==> src/rtl/dmem_arbiter.sv <==
// Round-robin arbiter that serialises per-thread dcache read/write requests onto one data-memory port.
// Request seen in IDLE -> mem valid next cycle; 4 cycles per grant with zero-wait memory; memory stalls hold the FSM.
module dmem_arbiter #(
  parameter int THREADS_PER_BLOCK  = 4,
  parameter int DATA_MEM_ADDR_BITS = 8,
  parameter int DATA_MEM_DATA_BITS = 8,
  localparam int TC_W = $clog2(THREADS_PER_BLOCK) + 1,
  localparam int GW   = (THREADS_PER_BLOCK > 1) ? $clog2(THREADS_PER_BLOCK) : 1,
  localparam int T    = THREADS_PER_BLOCK,
  localparam int AW   = DATA_MEM_ADDR_BITS,
  localparam int DW   = DATA_MEM_DATA_BITS
) (
  input  logic                  clk,
  input  logic                  reset,
  input  logic [TC_W-1:0]       thread_count,
  input  logic [T-1:0]          req_read_valid,
  input  logic [T-1:0][AW-1:0]  req_read_address,
  output logic [T-1:0]          req_read_ready,
  output logic [T-1:0][DW-1:0]  req_read_data,
  input  logic [T-1:0]          req_write_valid,
  input  logic [T-1:0][AW-1:0]  req_write_address,
  input  logic [T-1:0][DW-1:0]  req_write_data,
  output logic [T-1:0]          req_write_ready,
  output logic                  mem_read_valid,
  output logic [AW-1:0]         mem_read_address,
  input  logic                  mem_read_ready,
  input  logic [DW-1:0]         mem_read_data,
  output logic                  mem_write_valid,
  output logic [AW-1:0]         mem_write_address,
  output logic [DW-1:0]         mem_write_data,
  input  logic                  mem_write_ready,
  output logic                  busy,
  output logic [GW-1:0]         grant_id
);

  typedef enum logic [2:0] {
    S_IDLE,
    S_MEM_READ,
    S_MEM_WRITE,
    S_RESPOND,
    S_RELEASE
  } state_t;

  state_t               state_q, state_d;
  logic [GW-1:0]        rr_ptr;
  logic [GW-1:0]        grant_q;
  logic                 rd_q;
  logic [AW-1:0]        addr_q;
  logic [DW-1:0]        wdata_q;
  logic [T-1:0][DW-1:0] rdata_q;

  logic [T-1:0]         pend;
  logic [GW-1:0]        idx;
  logic                 pick_vld;
  logic [GW-1:0]        pick_id;
  logic                 pick_rd;

  // Threads at or beyond thread_count are invisible to the scan.
  always_comb begin
    pend = '0;
    for (int t = 0; t < T; t++) begin
      pend[t] = (t < int'(thread_count)) && (req_read_valid[t] || req_write_valid[t]);
    end
  end

  always_comb begin
    pick_vld = 1'b0;
    pick_id  = '0;
    pick_rd  = 1'b0;
    idx      = '0;
    for (int i = 0; i < T; i++) begin
      idx = GW'((int'(rr_ptr) + i) % T);
      if (!pick_vld && pend[idx]) begin
        pick_vld = 1'b1;
        pick_id  = idx;
        pick_rd  = req_read_valid[idx];
      end
    end
  end

  always_ff @(posedge clk or negedge reset) begin
    if (!reset) begin
      state_q <= S_IDLE;
      rr_ptr  <= '0;
      grant_q <= '0;
      rd_q    <= 1'b0;
      addr_q  <= '0;
      wdata_q <= '0;
      rdata_q <= '0;
    end else begin
      state_q <= state_d;
      if (state_q == S_IDLE && pick_vld) begin
        grant_q <= pick_id;
        rd_q    <= pick_rd;
        addr_q  <= pick_rd ? req_read_address[pick_id] : req_write_address[pick_id];
        wdata_q <= req_write_data[pick_id];
      end
      if (state_q == S_MEM_READ && mem_read_ready) begin
        rdata_q[grant_q] <= mem_read_data;
      end
      if (state_q == S_RESPOND) begin
        rr_ptr <= (grant_q == GW'(T - 1)) ? '0 : grant_q + GW'(1);
      end
    end
  end

  always_comb begin
    state_d = state_q;
    case (state_q)
      S_IDLE:      if (pick_vld) state_d = pick_rd ? S_MEM_READ : S_MEM_WRITE;
      S_MEM_READ:  if (mem_read_ready) state_d = S_RESPOND;
      S_MEM_WRITE: if (mem_write_ready) state_d = S_RESPOND;
      S_RESPOND:   state_d = S_RELEASE;
      S_RELEASE:   state_d = S_IDLE;
      default:     state_d = S_IDLE;
    endcase
  end

  always_comb begin
    mem_read_valid  = (state_q == S_MEM_READ);
    mem_write_valid = (state_q == S_MEM_WRITE);
    busy            = (state_q != S_IDLE);
    req_read_ready  = '0;
    req_write_ready = '0;
    if (state_q == S_RESPOND) begin
      if (rd_q) req_read_ready[grant_q]  = 1'b1;
      else      req_write_ready[grant_q] = 1'b1;
    end
  end

  assign mem_read_address  = addr_q;
  assign mem_write_address = addr_q;
  assign mem_write_data    = wdata_q;
  assign req_read_data     = rdata_q;
  assign grant_id          = grant_q;

endmodule

==> config.mk <==
export PLATFORM = sky130hd
export DESIGN_NAME = dmem_arbiter
export DESIGN_NICKNAME = d
export VERILOG_FILES = /design/src/rtl/dmem_arbiter.sv
export SDC_FILE = /design/constraint.sdc
export NUM_CORES = 1
export LEC_CHECK = 0
export BUFFER_PORTS_ARGS = -buffer_cell sky130_fd_sc_hd__buf_2
export CORE_UTILIZATION = 25
export CTS_CLUSTER_SIZE = 30
export DETAILED_ROUTE_END_ITERATION = 10
export PLACE_DENSITY_LB_ADDON = 0.05
export SKIP_LAST_GASP = 1
export SLEW_MARGIN = 5
export SYNTH_ARGS = -nofsm -noshare
export SYNTH_HDL_FRONTEND = slang
export SYNTH_SLANG_ARGS = --single-unit
==> constraint.sdc <==
create_clock -name clk -period 3.4 [get_ports clk]
set_clock_uncertainty 0.15 [all_clocks]
set_input_delay 0.51 -clock clk [delete_from_list [all_inputs] [get_ports clk]]
set_output_delay 0.51 -clock clk [all_outputs]
set_load 0.03 [all_outputs]
==> run metrics <==
status=finished, final reports clean; hold slack=0.253 ns; Slew @ Worst Pin=1.03 ns; most used flip-flop cell after synthesis=dfrtp_1; dpl cell area=4570 µm²; Final Critical Period=2.87 ns; Distinct cells, synth=52; warnings from Yosys=0; antenna cells=0; share of the yosys chip area belonging to registers=0.394; register-to-register setup slack=0.53 ns; Hold Buf Count CTS=0; fraction of registers with async set/reset=1.00; Final setup viols=0; gr ovfl total=0; largest cells by area after synthesis=dfrtp_1, mux2_2, mux4_1; reg2reg end=mem_read_address[1]; RD Place Congestion=0.797; Post-CTS Resized=0; Max Slew Vio Count=0; top cell type's share of synthesized area=0.394; Die ar.=14700 µm²; data required time of the critical path=3.48 ns; IO Port Bufs=187; first-pass GRT wire length=15.6 mm; H-tree levels=2; RSZ-0062 raised after global routing=no; LEAKAGE=2.37 nW; cell row count=43; post-CTS setup buffer count=0; Post-synth EDFFs=0; final hold vios=0; Syn Nets=416; worst r2r path cells=7; WL/cell=15.5 µm; via count=3043; HPWL after detailed placement=7.87 mm; die width=121 µm; Post-layout nets=590; largest net degree at the start of global routing=46; Yosys top cell by area=dfrtp_1; critical path arrival=2.95 ns; number of fill cells in the layout=1463; DRT met1 WL=4.31 mm; Top Metal Used=met4; most common library cell in the layout ignoring fill and taps=buf_2; die height=121 µm; register clock-pin slew on the reported worst setup and hold paths=0.07 ns; antenna violations before repair=0; clk buf depth=2; endpoint type of the worst setup path=flip-flop; commonest cells after routing, fill and taps aside=buf_2, dfrtp_1, mux2_2, mux2i_1, nand2_1; io pins=188; CTS tree=done; Layout area overhead=33.8%; Slew headroom=0.312; vias per cell=4.70; clock root buffer=clkbuf_16; FF+latch count, synth=56; setup TNS=0 ns; worst-path fanout max=14; DR DRC count=0; vias in the first global route=3034; cell count after synthesis=293; Max Clock Freq=348 MHz; post-route design area=4750 µm²; non-filler instance count after layout=647; syn avg cell area=12.1 µm²; drt first pass iters=4; max-cap violation count=0; DRT Wirelength=10.0 mm; Startpoint Class=flip-flop; Iter 0 DRT Violations=115; Worst-Skew Late Latency=0.29 ns; Setup Crit Path Kind=reg2reg; Hold Path Class=in2async; met3 WL=484 µm; mapped cell area=3550 µm²; fin crit share=0.845; antenna-violating nets left=0; share of cells above drive strength 1=0.548; Pwr Density=926 nW/µm²; initial core utilization=0.256; Tot GR Track Use=0.137; R2R Path Start=rr_ptr[1]; CTS sink cnt=56; Core ar.=13900 µm²; metal2 WL=5.11 mm; TritonCTS Buffers=5; Cells after DPL=640; VDD IR-drop max=0.298 mV
## power breakdown
| part | leakage, nW | total (mW) | internal [mW] | switching [mW] |
|---|---|---|---|---|
| combinational | 1.59 | 2.53 | 0.989 | 1.54 |
| clock | 0.0899 | 0.651 | 0.418 | 0.233 |
| sequential | 0.691 | 1.22 | 0.989 | 0.234 |
| total | 2.37 | 4.40 | 2.40 | 2.01 |
## metrics by stage
step | util | worst slack (ns) | power (mW)
6_report | 0.343 | 0.527 | 4.40
5_1_grt | 0.343 | 0.294 | 4.70
4_1_cts | 0.343 | 0.487 | 4.48
3_5_place_dp | 0.329 | 0.322 | 3.82
3_3_place_gp | 0.329 | 0.379 | 3.79
2_1_floorplan | - | 0.565 | 3.15
## worst max-delay path: stages (launching register included)
cell and delay, ns:
dfrtp_1 0.65, inv_1 0.27, nor3_1 0.45, a221o_1 0.22
o21ai_0 0.07, and4bb_1 0.22, nor2_1 0.53, a221o_1 0.25
## layer usage
| metal | vias up | global-route usage |
|---|---|---|
| met4 | 0 | 0.0363 |
| met2 | 104 | 0.250 |
| li1 | 1464 | - |
| met3 | 7 | 0.0183 |
| met5 | - | 0 |
| met1 | 1468 | 0.168 |
## cells in the mapped netlist (2+ instances only)
library cell  instances
and4_1                2
nand3b_1              2
nor2b_1               2
a21oi_2               2
mux4_2                2
dfrtp_1              56
nor3b_1               3
clkbuf_1              6
nor2_1                9
mux2_2               40
mux4_1               13
buf_4                10
buf_1                 2
and3_1               13
nor3_1                2
buf_6                 5
nand4_1               2
o21ai_0              12
and2_1                5
a21oi_1               3
a221o_1               9
nand2_1              19
nand3_1               2
o22ai_1               2
ha_1                  4
inv_1                 6
o21ai_2               8
o211ai_1              2
or3_1                 2
buf_2                 2
mux2i_1              22
nand2b_1              2
o31ai_1               3
## cell type report
type / instances / area [µm²] / area share
tap: 180 / 225 / 0.0474
clock buffer: 5 / 125 / 0.0263
multi-input combinational: 205 / 1940 / 0.408
inverter: 6 / 22.5 / 0.00474
sequential: 56 / 1400 / 0.295
clock inverter: 2 / 60.1 / 0.0126
timing repair buffer: 193 / 981 / 0.206
## worst max path at each step
stage                     from             endpoint  slack (ns)  cells after the start
2_1_floorplan  thread_count[2]  mem_read_address[6]        0.57                      9
6_report             rr_ptr[1]  mem_read_address[1]        0.53                      7
5_1_grt              rr_ptr[1]  mem_read_address[1]        0.29                      7
3_5_place_dp   thread_count[2]  mem_read_address[5]        0.32                      9
3_3_place_gp   thread_count[2]  mem_read_address[5]        0.38                      9
4_1_cts              rr_ptr[1]  mem_read_address[1]        0.49                      7
## sequential cells by signal (all words and copies together) (netlist names)
name,flops
req_read_data,32
mem_read_address,8
mem_write_data,8
state_q,3
grant_id,2
rr_ptr,2
rd_q,1
## cell families (layout without fill, tap and decap cells)
| logic type | count (synthesis) | count (layout) | synth area share |
|---|---|---|---|
| DFF | 56 | 56 | 0.394 |
| buffers and inverters | 32 | 206 | 0.0602 |
| and+or+nand+nor | 72 | 72 | 0.117 |
| adders and majority gates | 4 | 4 | 0.0141 |
| muxes | 77 | 77 | 0.297 |
| AOI/OAI and AO/OA | 52 | 52 | 0.118 |
(Power assumes the default switching activity.)
